File: config.mk
export PLATFORM = sky130hd
export DESIGN_NAME = dds_seq_ctrl
export DESIGN_NICKNAME = d
export VERILOG_FILES = /design/src/rtl/dds_seq_ctrl.sv
export SDC_FILE = /design/constraint.sdc
export NUM_CORES = 1
export LEC_CHECK = 0
export BUFFER_PORTS_ARGS = -buffer_cell sky130_fd_sc_hd__buf_2
export CAP_MARGIN = 20
export CORE_MARGIN = 3
export CORE_UTILIZATION = 51
export CTS_CLUSTER_DIAMETER = 100
export DETAILED_ROUTE_END_ITERATION = 16
export GPL_ROUTABILITY_DRIVEN = 0
export HOLD_SLACK_MARGIN = 0.06
export PLACE_DENSITY = 0.82
export SLEW_MARGIN = 25
export SYNTH_ARGS = -nofsm -noshare
export SYNTH_HDL_FRONTEND = slang
export SYNTH_SLANG_ARGS = --single-unit
File: constraint.sdc
create_clock -name clk -period 3.8 [get_ports clk]
set_clock_uncertainty 0.2 [all_clocks]
set_input_delay 0.57 -clock clk [delete_from_list [all_inputs] [get_ports clk]]
set_output_delay 0.57 -clock clk [all_outputs]
set_load 0.02 [all_outputs]
File: src/rtl/dds_seq_ctrl.sv
// dds_seq_ctrl: soft-clears the DDS, loads a tone table as register-bus write triples,
// then runs circulation with a programmable sample strobe.
module dds_seq_ctrl #(
    parameter int SIG_WIDTH = 16,
    parameter int DIV_WIDTH = 16
) (
    input  logic                 clk,
    input  logic                 rst,
    input  logic                 i_cmd_start,
    input  logic                 i_cmd_resume,
    input  logic                 i_cmd_stop,
    input  logic [9:0]           i_num_tones,
    input  logic [DIV_WIDTH-1:0] i_sample_div,
    input  logic                 i_tone_valid,
    output logic                 o_tone_ready,
    input  logic [SIG_WIDTH-1:0] i_tone_theta,
    input  logic [SIG_WIDTH-1:0] i_tone_delta,
    input  logic [SIG_WIDTH-1:0] i_tone_ampl,
    output logic [31:0]          o_dds_ctrl_reg,
    output logic [31:0]          o_dds_addrs,
    output logic                 o_dds_write,
    output logic [31:0]          o_dds_thetas_reg,
    output logic [31:0]          o_dds_deltas_reg,
    output logic [31:0]          o_dds_ampls_reg,
    output logic [31:0]          o_dds_lngth_reg,
    output logic                 o_dds_sample_en,
    output logic                 o_busy,
    output logic                 o_loaded,
    output logic                 o_err
);
    typedef enum logic [1:0] {IDLE, CLEAR, LOAD, RUN} state_t;
    state_t state, state_n;
    logic [1:0] sub, sub_n;
    logic [9:0] tcnt, tcnt_n;
    logic [DIV_WIDTH-1:0] div_q, cnt, cnt_n;
    logic loaded_n, err_n, cap, latch;
    logic num_ok, start_ok, resume_ok, writing_n;

    assign num_ok = i_num_tones == 10'd1 ||
                    (i_num_tones >= 10'd8 && (i_num_tones & (i_num_tones - 10'd1)) == 10'd0);
    assign start_ok = num_ok && 32'(i_sample_div) >= 32'(i_num_tones) + 32'd4;
    assign resume_ok = o_loaded && 32'(div_q) >= o_dds_lngth_reg + 32'd4;
    assign writing_n = state_n == LOAD && sub_n != 2'd0;

    // sub 0 waits for a tone; subs 1..3 emit the THETAS/DELTAS/AMPLS writes
    always_comb begin
        state_n  = state;
        sub_n    = sub;
        tcnt_n   = tcnt;
        cnt_n    = cnt;
        loaded_n = o_loaded;
        err_n    = o_err;
        cap      = 1'b0;
        latch    = 1'b0;
        case (state)
            IDLE: begin
                if (!i_cmd_stop && i_cmd_start) begin
                    if (start_ok) begin
                        latch   = 1'b1;
                        err_n   = 1'b0;
                        state_n = CLEAR;
                    end else begin
                        err_n = 1'b1;
                    end
                end else if (!i_cmd_stop && i_cmd_resume) begin
                    if (resume_ok) begin
                        state_n = RUN;
                        cnt_n   = '0;
                    end else begin
                        err_n = 1'b1;
                    end
                end
            end
            CLEAR: begin
                loaded_n = 1'b0;
                tcnt_n   = '0;
                sub_n    = '0;
                state_n  = LOAD;
            end
            LOAD: begin
                if (sub == 2'd0) begin
                    cap   = i_tone_valid && o_tone_ready;
                    sub_n = cap ? 2'd1 : 2'd0;
                end else if (sub == 2'd3) begin
                    sub_n  = 2'd0;
                    tcnt_n = tcnt + 10'd1;
                    if (tcnt + 10'd1 == o_dds_lngth_reg[9:0]) begin
                        state_n  = RUN;
                        loaded_n = 1'b1;
                        cnt_n    = '0;
                    end
                end else begin
                    sub_n = sub + 2'd1;
                end
            end
            default: cnt_n = (cnt == div_q - DIV_WIDTH'(1)) ? '0 : cnt + DIV_WIDTH'(1);
        endcase
        if (i_cmd_stop && state != IDLE) begin
            state_n  = IDLE;
            sub_n    = '0;
            cap      = 1'b0;
            loaded_n = state == RUN ? o_loaded : 1'b0;
        end
    end

    always_ff @(posedge clk) begin
        if (rst) begin
            state            <= IDLE;
            sub              <= '0;
            tcnt             <= '0;
            cnt              <= '0;
            div_q            <= '0;
            o_loaded         <= 1'b0;
            o_err            <= 1'b0;
            o_tone_ready     <= 1'b0;
            o_dds_ctrl_reg   <= '0;
            o_dds_addrs      <= '0;
            o_dds_write      <= 1'b0;
            o_dds_thetas_reg <= '0;
            o_dds_deltas_reg <= '0;
            o_dds_ampls_reg  <= '0;
            o_dds_lngth_reg  <= '0;
            o_dds_sample_en  <= 1'b0;
            o_busy           <= 1'b0;
        end else begin
            state    <= state_n;
            sub      <= sub_n;
            tcnt     <= tcnt_n;
            cnt      <= cnt_n;
            o_loaded <= loaded_n;
            o_err    <= err_n;
            if (latch) begin
                div_q           <= i_sample_div;
                o_dds_lngth_reg <= 32'(i_num_tones);
            end
            if (cap) begin
                o_dds_thetas_reg <= 32'(i_tone_theta);
                o_dds_deltas_reg <= 32'(i_tone_delta);
                o_dds_ampls_reg  <= 32'(i_tone_ampl);
            end
            o_dds_ctrl_reg  <= state_n == CLEAR ? 32'd1 : state_n == RUN ? 32'd2 : 32'd0;
            o_dds_write     <= writing_n;
            o_dds_addrs     <= writing_n ? 32'(sub_n - 2'd1) : 32'd0;
            o_tone_ready    <= state_n == LOAD && sub_n == 2'd0;
            o_dds_sample_en <= state_n == RUN && cnt_n == div_q - DIV_WIDTH'(1);
            o_busy          <= state_n != IDLE;
        end
    end
endmodule

# Yosys cells after proc, flatten, opt, wreduce, memory -nomap -nowiden
# Index checks and enable logic that the tools add are counted.
classes:
  bitwise: 2
  n_eq_ne: 18
  n_addsub: 8
  reduce_logical: 27
  mux: 43
  magnitude_cmp: 3
ops:
  columns: ["operator", "n"]
  rows:
  - ["$mux W16", 7]
  - ["$pmux W16 S3", 1]
  - ["$eq A16 B16 Y1", 2]
  - ["$ge A16 B11 Y1", 2]
  - ["$mux W2", 12]
  - ["$add A10 B3 Y11 const B", 2]
  - ["$mux W10", 2]
  - ["$pmux W10 S2", 1]
  - ["$mux W1", 17]
  - ["$add A16 B1 Y16 const B", 1]
  - ["$sub A16 B1 Y16 const B", 1]
  - ["$add A10 B1 Y10 const B", 1]
  - ["$and A10 B10 Y10", 1]
  - ["$eq A10 B1 Y1 const B", 1]
  - ["$eq A10 B10 Y1", 1]
  - ["$eq A2 B2 Y1 const B", 5]
  - ["$ge A10 B4 Y1 const B", 1]
  - ["$logic_and A1 B1 Y1", 10]
  - ["$logic_not A10 Y1", 1]
  - ["$reduce_bool A2 Y1", 5]
  - ["$sub A10 B1 Y10 const B", 1]
  - ["$ne A3 B3 Y1 const B", 3]
  - ["$logic_not A2 Y1", 3]
  - ["$ne A2 B2 Y1 const B", 3]
  - ["14 further kinds", 17]
totals:
  out_inout_bits: 198
  register_bits: 144

# Logic depth before layout (Yosys ltp)
# Gate-level depths: netlist of run 1.
logic_depth:
  depth_word: 14
  depth_mapped: 16
  depth_no_buf: 14

# Least setup slack after synthesis of run 1
# OpenSTA, ideal clock, no wires.
synth_timing:
  path_type: "input to register"
  start: "input i_num_tones[4]"
  end: "register o_dds_addrs[0]"
  stages: 15
  setup_ns: 0.070
  arrival_ns: 3.284
  setup_slack_ns: 0.246
  t_required_ns: 3.530
  cell_sequence: "clkbuf_1 > nand2_1 > nor2_1 > nand4_1 > xor2_1 > ha_1 > a21o_1 > a2111oi_0 > a2111oi_0 > a21oi_1 > or2_1 > and3b_1 > clkbuf_1 > or3b_1 > a21oi_1"
synth_via:
  elab_chain_len: 14
  elab_cells_between_ends: 18
  cone_classes: "2 x add/sub; 2 x order compare; 2 x eq/ne; 4 x mux; 2 x bitwise; 6 x reduce/logical"
synth_rtl:
  columns: ["element", "line", "source"]
  rows:
  - ["start, declared", "12", "input logic [9:0] i_num_tones,"]
  - ["parallel branches: the longest is 5 deep, another holds $ge A16 B11 Y1", null, null]
  - ["$logic_and A1 B1 Y1 (*)", "41", "assign start_ok = num_ok && 32'(i_sample_div) >= 32'(i_num_tones) + 32'd4;"]
  - ["$mux W2 (*)", "58", "if (start_ok) begin"]
  - ["$mux W2 (*)", "57", "if (!i_cmd_stop && i_cmd_start) begin"]
  - ["$pmux W2 S3 (*)", "55", "case (state)"]
  - ["$mux W2 (*)", "98", "if (i_cmd_stop && state != IDLE) begin"]
  - ["$eq A2 B2 Y1 (*)", "43", "assign writing_n = state_n == LOAD && sub_n != 2'd0;"]
  - ["$logic_and A1 B1 Y1 (*)", "43", null]
  - ["$not A1 Y1 (no source line) (*)", null, null]
  - ["$reduce_or A2 Y1 (no source line) (*)", null, null]
  - ["end signal, assigned", "143", "o_dds_addrs <= writing_n ? 32'(sub_n - 2'd1) : 32'd0;"]
  - ["end, declared", "20", "output logic [31:0] o_dds_addrs,"]
# Mark *: on every way between the ends.
# A chain may end at the register's enable or synchronous reset.

# Worst setup path in the final report of run 1
layout_timing:
  start: "register o_dds_lngth_reg[3]"
  end: "register o_dds_addrs[0]"
layout_via:
  elab_chain_len: 12
  elab_cells_between_ends: 16
  cone_classes: "1 x add/sub; 1 x order compare; 2 x eq/ne; 8 x mux; 1 x bitwise; 3 x reduce/logical"
layout_rtl:
  columns: ["element", "line", "source"]
  rows:
  - ["start, declared", "25", "output logic [31:0] o_dds_lngth_reg,"]
  - ["start signal, assigned", "134", "o_dds_lngth_reg <= 32'(i_num_tones);"]
  - ["$add A10 B3 Y11", "42", "assign resume_ok = o_loaded && 32'(div_q) >= o_dds_lngth_reg + 32'd4;"]
  - ["$ge A16 B11 Y1", "42", null]
  - ["$logic_and A1 B1 Y1", "42", null]
  - ["$mux W2", "66", "if (resume_ok) begin"]
  - ["$mux W2", "65", "end else if (!i_cmd_stop && i_cmd_resume) begin"]
  - ["$mux W2", "57", null]
  - ["$pmux W2 S3 (*)", "55", null]
  - ["$mux W2 (*)", "98", null]
  - ["$eq A2 B2 Y1 (*)", "43", null]
  - ["$logic_and A1 B1 Y1 (*)", "43", null]
  - ["$not A1 Y1 (no source line) (*)", null, null]
  - ["$reduce_or A2 Y1 (no source line) (*)", null, null]
# Every way passes the cells marked *; elsewhere a longest branch is shown, timed or not.

==> results of run 1 <==
where the power goes:
group | switching, W | total, W | internal, W
clock | 0.000591 | 0.00149 | 0.000903
sequential | 0.00000567 | 0.00122 | 0.00121
combinational | 0.000210 | 0.000293 | 0.0000828
final timing paths:
kind | end | depth (start not counted)
hold / removal | o_dds_ampls_reg[9] | 3
hold reg to reg | o_dds_thetas_reg[8] | 2
setup reg to reg | o_dds_addrs[0] | 14
setup / recovery | o_dds_addrs[0] | 14
critical path: cells and delay by family (launching register included):
kind | cells | cell delay (ps)
AOI/OAI and AO/OA | 6 | 1130
and+or+nand+nor | 5 | 1060
adders and majority gates | 2 | 520
DFF | 1 | 390
xor gates and xnor gates | 1 | 180
repair_timing:
item | 4_1_cts | 5_1_grt
resized for setup | 0 | 5
setup endpoints to repair | 0 | 1
hold endpoints to repair | 0 | 0
setup buffers | 0 | 0
cells in the final DEF (no fill, tap or decap), drive strengths merged, types with 5 or more instances in the layout:
master and n:
a21o 5, or2 5, or4 6, mux2i 25, xnor2 44, conb 101, nand2 124, and4 5
nand2b 6, o21a 8, nand3 26, a22oi 5, clkinvlp 5, inv 31, o21ai 25, a21oi 74
nor2 88, nor4 6, xor2 34, nor3 20, dfxtp 115, nand4 12, clkbuf 18, or3 7
and3 12, and2 5, buf 222, a211oi 7, ha 37, a2111oi 6
cell type report:
type                       instances  area [um2]  area share [%]
antenna                            1       2.502         0.02834
tap                              180       225.2           2.551
multi-input combinational        735        4390           49.72
clock buffer                      18       429.2           4.860
sequential                       115        2302           26.07
timing repair buffer             222        1249           14.14
inverter                          27       101.3           1.148
clock inverter                    14       130.1           1.474
kinds of logic after synthesis:
group	synth area share, %
buffers and inverters	16.64
AO/OA/AOI/OAI	12.40
adder cells (fa/ha/maj)	6.127
AND/OR/NAND/NOR	21.06
multiplexers	3.312
flip-flops	30.47
other	0.04963
XOR/XNOR	9.935
per-stage QoR:
step | instances | total power, W | hold slack, ps | area, um2
4_1_cts | 1311 | 0.003024 | 174.2 | 8808
5_1_grt | 1312 | 0.003115 | 181.9 | 8830
3_5_place_dp | 1279 | 0.001531 | 243.2 | 8249
6_report | 1312 | 0.003004 | 186.7 | 8830
3_3_place_gp | 1279 | 0.001529 | 238.9 | 8249
2_1_floorplan | 1052 | 0.001536 | 270.3 | 7931
routing by layer:
| metal | part of all wire [%] | vias up |
|---|---|---|
| met2 | 50 | 280 |
| li1 | - | 3332 |
| met1 | 40 | 3133 |
| met3 | 7.1 | 40 |
| met5 | 0 | - |
| met4 | 2.6 | 0 |
==> metrics.md, run 1 <==
| Metric | Value |
|---|---|
| Vias in the first global route | `6265` |
| Residual DRC | `0` |
| Warnings, synthesis | `0` |
| Top cells by area, synth | `dfxtp_1, buf_4, nand2_1` |
| Clk buf depth | `2` |
| WL final | `19.38 mm` |
| Wire per inst | `14.77 um` |
| Power per cell area | `340.2 nW/um2` |
| Critical Path RT | `between 3000 and 4000 ps` |
| List of most frequent post-synthesis cells | `buf_4, nand2_1, dfxtp_1` |
| Worst min path class | `in -> reg` |
| Synth area leader | `dfxtp_1` |
| Count leader, synth | `buf_4` |
| Final ANT Viol Nets | `0` |
| Worst slew margin | `49.56%` |
| Share of flip-flops with an asynchronous set or reset | `0%` |
| Kind of critical path | `reg -> reg` |
| Cell Area, Synth | `about 7600 um2` |
| CTS tree | `done` |
| EDFF count, synth | `0` |
| Post-synthesis sequential area ratio | `30.47%` |
| Least-Margin Pin Slew | `between 700 and 800 ps` |
| Max stage delay cell, worst path | `or3b_1` |
| Total Routing Usage GR | `between 20% and 30%` |
| Synth unique cells | `62` |
| Status | `complete, no violations` |
| Final core utilization | `62.17%` |
| Post-layout min period | `about 3600 ps` |
| Total CTS buffers | `17` |
| Register-to-register setup slack | `230 ps` |
| Most used DFF post-synth | `dfxtp_1` |
| Critical Path Start | `o_dds_lngth_reg[3]` |
| Iteration-0 DRC count of the detailed router | `~340` |
| Pre-CTS WS | `-8.946 ps` |
| GR Layer Usage met3 | `around 4.5%` |
| Area growth, synth to finish | `16.86%` |
| Clk sink count | `roughly 120` |
| Final Hold Fails | `0` |
| Layout Nets | `about 1200` |
| Final setup fails | `0` |
| Crit path launch type | `flop` |
| Met2 Use GR | `38.91%` |
| Syn Inst Count | `952` |
| Setup crit end kind | `flop` |
| Share of cells above drive strength 1 | `23.87%` |
| Initial antenna violation count | `1` |
| Leak | `4.014 nW` |
| Vias | `6785` |
| Fmax | `279.9 MHz` |
| TritonRoute pass-1 iters | `5` |
| Peak VDD IR | `0.2973 mV` |
| Tcrit/Tclk final | `94.02%` |
| Final Max Tran Viols | `0` |
| Die height | `127.7 um` |
| Die Wd | `127.7 um` |
| Initial core utilization | `between 50 and 60%` |
| Port Buffer Count | `177` |
| Busiest grt layer | `met2` |
| Hold buffers post-CTS | `0` |
| Synth top area share | `30.47%` |
| Full die area | `16310 um2` |
| HPWL Detailed | `around 15 mm` |
| WP data arrival | `3710 ps` |
| Core Region | `14200 um2` |
| Vias/cell | `5.171` |
| Fin Setup TNS | `0 ps` |
| Worst skew pair latency | `410 ps` |
| Filler cell count | `between 1000 and 1500` |
| Grt total ovfl | `0` |
| Num rows | `43` |
| Largest net degree at the start of global routing | `73` |
| #FFs+latches synth | `~120` |
| Htree depth | `4` |
| MaxCap Viol Count | `0` |
| Num ports | `approximately 280` |
| Mapped Avg Cell Area | `7.937 um2` |
| Grt met1 use | `around 29%` |
| Crit path cell chain | `ha_1 > nand3_1 > xor2_1 > ha_1 > o21a_1 > o21ai_0 > a21oi_1 > or2_2 > o211ai_1 > nand2b_1 > a211oi_1 > nor2_1 > or3b_1 > a21oi_1` |
| Final worst slack | `roughly 230 ps` |
| Clock root buffer | `clkbuf_16` |
| Clock Pin Slew Worst Setup and Hold Paths | `60 ps` |
| R2R Path Start | `o_dds_lngth_reg[3]` |
| First-pass GRT wire length | `around 31 mm` |
| Crit path max fanout | `4` |
| Worst hold start | `i_tone_ampl[9]` |
| CP max stage delay | `400 ps` |
(Power assumes the default switching activity.)
==> run 2: changes to the inputs <==
- CORE_UTILIZATION: 51 -> 33
- PLACE_DENSITY: 0.82 -> unset
==> run 2 against run 1 <==
- critical path depth decreased by 1
- worst setup slack worse by 25 ps
- sequential share of layout area fell by 0.22 points
- via count shrank 3.4%
- flip-flop and latch count unchanged
- final area increased by 0.86%
- wire length up 1.3%
- worst hold slack got worse by 7.3 ps
==> metrics.md, run 2 (synthesized netlist as in run 1, its figures left out) <==
| Metric | Value |
|---|---|
| Status | `complete, no violations` |
| Share of cells above drive strength 1 | `22.90%` |
| Initial core utilization | `34.10%` |
| Total CTS buffers | `17` |
| Num rows | `54` |
| Largest net degree at the start of global routing | `49` |
| Area growth, synth to finish | `17.87%` |
| Die Wd | `between 150 and 200 um` |
| Full die area | `24750 um2` |
| Setup Buffers After CTS | `0` |
| Core Region | `22160 um2` |
| Worst min path class | `in -> reg` |
| Filler cell count | `2299` |
| Setup crit end kind | `flop` |
| Pre-CTS WS | `-6.217 ps` |
| FF/Latch Area | `between 2000 and 2500 um2` |
| Tot Pwr | `0.003265 W` |
| Tcrit/Tclk final | `between 90% and 100%` |
| Leak | `3.984 nW` |
| Num ports | `278` |
| Diodes inserted | `0` |
| Least-Margin Pin Slew | `699.3 ps` |
| CTS tree | `done` |
| Layout Nets | `1222` |
| Iteration-0 DRC count of the detailed router | `369` |
| Clock Pin Slew Worst Setup and Hold Paths | `60 ps` |
| CP bufs+invs | `2` |
| Total Routing Usage GR | `between 10% and 20%` |
| WP data arrival | `3750 ps` |
| CP max stage delay | `530 ps` |
| Crit path cell chain | `inv_1 > ha_1 > or3b_2 > or4_4 > xnor2_1 > o2111ai_1 > nor3_1 > a21o_1 > buf_4 > nor2_1 > xnor2_1 > nor4_1 > and4b_1` |
| Clk buf depth | `2` |
| Final worst slack | `202.5 ps` |
| Die height | `157.3 um` |
| Initial antenna violation count | `0` |
| Crit path launch type | `flop` |
| First-pass GRT wire length | `30.10 mm` |
| Vias | `6555` |
| PostCTS Resize Cnt | `0` |
| WL final | `~20 mm` |
| Critical Path RT | `3960 ps` |
| MaxCap Viol Count | `0` |
| Final ANT Viol Nets | `0` |
| Kind of critical path | `reg -> reg` |
| Port Buffer Count | `177` |
| Peak VDD IR | `0.2235 mV` |
| Worst slew margin | `53.31%` |
| Post-layout min period | `3597 ps` |
| Area of the multi-input gates | `4384 um2` |
| Leading cell type in the layout, fill and taps excluded | `buf_2` |
| Hold buffers post-CTS | `0` |
| Clock root buffer | `clkbuf_16` |
| Post-Place Cells | `1366` |
| Htree depth | `4` |
| Most frequent CP cell | `xnor2_1` |
| Non-Filler Instances | `about 1400` |
| Max stage delay cell, worst path | `or3b_2` |
| Vias/cell | `4.689` |
| TritonRoute pass-1 iters | `4` |
| Vias in the first global route | `5854` |
| Fmax | `roughly 280 MHz` |
| HPWL Detailed | `15.36 mm` |
| Final setup fails | `0` |
| Crit path max fanout | `5` |
| Worst skew pair latency | `420 ps` |
| Final Hold Fails | `0` |
| Clk sink count | `between 100 and 150` |
| Final Max Tran Viols | `0` |
| Residual DRC | `0` |
| Power per cell area | `366.6 nW/um2` |
| Cell family with most CP delay | `simple AND/OR/NAND/NOR gates` |
| Most frequent cells in the layout | `buf_2, nand2_1, dfxtp_1` |
| Wire per inst | `around 14 um` |
| Grt total ovfl | `0` |
==> run 2: per-stage QoR <==
step                util, %  cell area, um2  hold slack (ps)  TNS, ps
detailed placement    37.23            8252            243.4   -6.217
floorplan                 -            7931            270.3        0
CTS                   40.13            8894            164.9        0
global placement      37.23            8252            239.0        0
finish                40.19            8906            179.4        0
global route          40.19            8906            176.6   -9.272
==> run 2: worst register-to-register path: cells and delay by family (launching register included) <==
kind	cells	cell delay, ps
flip-flops	1	350
XOR/XNOR	2	290
AO/OA/AOI/OAI	2	420
buffers and inverters	2	240
adder cells (fa/ha/maj)	1	190
AND/OR/NAND/NOR	6	1850
==> run 2: final cells by class <==
| type | count | area share (%) |
|---|---|---|
| clock buffers | 17 | 4.777 |
| clock inverters | 15 | 2.430 |
| inverters | 27 | 1.138 |
| multi-input cells | 735 | 49.23 |
| flip-flops and latches | 115 | 25.85 |
| well taps | 280 | 3.934 |
| repair buffers | 209 | 12.64 |
==> run 2: worst paths after layout <==
| path | slack (ps) | to | from | cells after the start |
|---|---|---|---|---|
| max | 200 | o_dds_sample_en | div_q[0] | 13 |
| min | 180 | o_dds_deltas_reg[15] | i_tone_delta[15] | 3 |
| max reg2reg | 200 | o_dds_sample_en | div_q[0] | 13 |
| min reg2reg | 250 | o_dds_thetas_reg[11] | o_dds_thetas_reg[11] | 2 |
==> run 2: metal layers <==
layer / up-vias / wire [um] / share of wire, % / GRT usage, %
li1: 3305 / - / - / -
met1: 3015 / 8944 / 46 / 19.85
met2: 218 / 9265 / 47 / 25.29
met3: 17 / 1176 / 6.0 / 3.244
met4: 0 / 248 / 1.3 / 4.669
met5: - / 0 / 0 / 0
==> run 2: where the power goes <==
group          internal (W)  switching, W  total [W]
clock               0.00112      0.000643    0.00176
combinational     0.0000789      0.000209   0.000288
sequential          0.00121    0.00000640    0.00122
==> run 3: changes to the inputs <==
- CORE_UTILIZATION: 33 -> 45
- PLACE_DENSITY: unset -> 0.74
==> run 3 against run 2 <==
- worst hold slack about the same
- critical path depth grew 2
- total power shrank 4.7%
- largest cell class unchanged
- cell count is 4.1% lower
- register-to-register slack worse by 40 ps
- combinational power barely moved
- count of clock-buffer cells in the layout unchanged
- worst setup slack got worse by 42 ps
- sequential power is essentially flat
- core utilization grew 15 points
- global-route usage rose by 4.7 points
- critical path type unchanged
==> metrics.md, run 3 (synthesized netlist as in run 1, its figures left out) <==
| Metric | Value |
|---|---|
| Largest net degree at the start of global routing | `between 40 and 50` |
| Setup Buffers After CTS | `0` |
| Final core utilization | `a little over half` |
| Fmax | `274.8 MHz` |
| Num ports | `278` |
| Final worst slack | `160.9 ps` |
| Area of the multi-input gates | `around 4400 um2` |
| Full die area | `18380 um2` |
| Layout Nets | `1229` |
| Htree depth | `4` |
| Status | `complete, no violations` |
| Clock root buffer | `clkbuf_16` |
| Most frequent cells in the layout | `buf_2, nand2_1, dfxtp_1` |
| Grt total ovfl | `0` |
| Hold buffers post-CTS | `0` |
| Vias in the first global route | `5964` |
| Peak VDD IR | `approximately 0.3 mV` |
| Worst slew margin | `57.84%` |
| Initial core utilization | `46.72%` |
| Residual DRC | `0` |
| Iteration-0 DRC count of the detailed router | `392` |
| MaxCap Viol Count | `0` |
| FF/Latch Area | `2302 um2` |
| Share of cells above drive strength 1 | `23.47%` |
| Wire per inst | `14.33 um` |
| Final Hold Fails | `0` |
| Leading cell type in the layout, fill and taps excluded | `buf_2` |
| Crit path max fanout | `7` |
| Area growth, synth to finish | `17.20%` |
| Total Routing Usage GR | `19.95%` |
| Worst skew pair latency | `approximately 420 ps` |
| Vias/cell | `roughly 5.0` |
| Final setup fails | `0` |
| Core Region | `16170 um2` |
| TritonRoute pass-1 iters | `5` |
| Total CTS buffers | `17` |
| Critical Path RT | `3910 ps` |
| Leak | `3.991 nW` |
| Pre-CTS WS | `just over 80 ps` |
| Crit path launch type | `flop` |
| Final Max Tran Viols | `0` |
| Setup crit end kind | `flop` |
| Worst min path class | `in -> reg` |
| CTS tree | `done` |
| Non-Filler Instances | `~1300` |
| Filler cell count | `1512` |
| Clk sink count | `115` |
| Power per cell area | `351.3 nW/um2` |
| Post-layout min period | `approximately 3600 ps` |
| Die Wd | `135.6 um` |
| Num rows | `46` |
| Least-Margin Pin Slew | `631.5 ps` |
| Kind of critical path | `reg -> reg` |
| Port Buffer Count | `177` |
| Diodes inserted | `0` |
| HPWL Detailed | `14.81 mm` |
| Initial antenna violation count | `0` |
| Clock Pin Slew Worst Setup and Hold Paths | `60 ps` |
| WP data arrival | `3750 ps` |
| Tcrit/Tclk final | `95.77%` |
| First-pass GRT wire length | `29.50 mm` |
| Vias | `6710` |
| Final ANT Viol Nets | `0` |
| WL final | `19.21 mm` |
| Post-Place Cells | `1309` |
| Die height | `135.6 um` |
| Clk buf depth | `2` |
[run 3: area by class of cell]
class / instances / share of cell area [%]
multi-input cells: 735 / 49.49
flip-flops and latches: 115 / 26.00
repair buffers: 216 / 13.59
clock buffers: 17 / 4.804
well taps: 216 / 3.052
clock inverters: 15 / 1.921
inverters: 27 / 1.144
[run 3: path summary, 6_finish.rpt]
check / startpoint / to / slack [ps] / cells after the start
max: o_dds_lngth_reg[2] / o_dds_sample_en / 160 / 15
min reg2reg: o_dds_ampls_reg[6] / o_dds_ampls_reg[6] / 250 / 2
min: i_tone_ampl[4] / o_dds_ampls_reg[4] / 180 / 3
max reg2reg: o_dds_lngth_reg[2] / o_dds_sample_en / 160 / 15
[run 3: repair_timing]
item / CTS / global route
gates resized for setup: 0 / 4
endpoints found under the setup margin: 0 / 1
hold endpoints to repair: 0 / 0
[run 3: stage by stage]
step	hold WS, ps	TNS [ps]	area [um2]	total power (W)
3_3_place_gp	238.8	0	8249	0.001529
4_1_cts	168.0	0	8845	0.003132
5_1_grt	170.9	-31.48	8856	0.003222
2_1_floorplan	270.3	0	7931	0.001536
3_5_place_dp	243.3	0	8249	0.001531
6_report	179.5	0	8856	0.003111
[run 3: routing by layer]
layer  GRT usage, %  part of all wire (%)  up-vias
li1               -                     -     3317
met1          25.18                    42     3108
met2          33.71                    50      248
met3          4.532                   6.2       37
met4          6.607                   1.9        0
met5              0                     0        -
[run 3: critical path: stages, from the launching register on]
cell       delay (ps)
dfxtp_1           420
buf_4             170
nand3_1            70
xor2_1            150
ha_1              310
a2111oi_0         410
a21oi_1           180
o31ai_2           300
a211oi_1           80
buf_4             160
a21o_1            190
buf_4             170
or3_1             340
o2111ai_1         100
nor4_1             70
and4b_1           190
[run 3: power by group]
group | leakage [nW] | switching [W] | internal [W]
Combinational | 2.79 | 0.000209 | 0.0000819
Sequential | 0.927 | 0.00000557 | 0.00121
Clock | 0.275 | 0.000624 | 0.000979
Total | 3.99 | 0.000838 | 0.00227
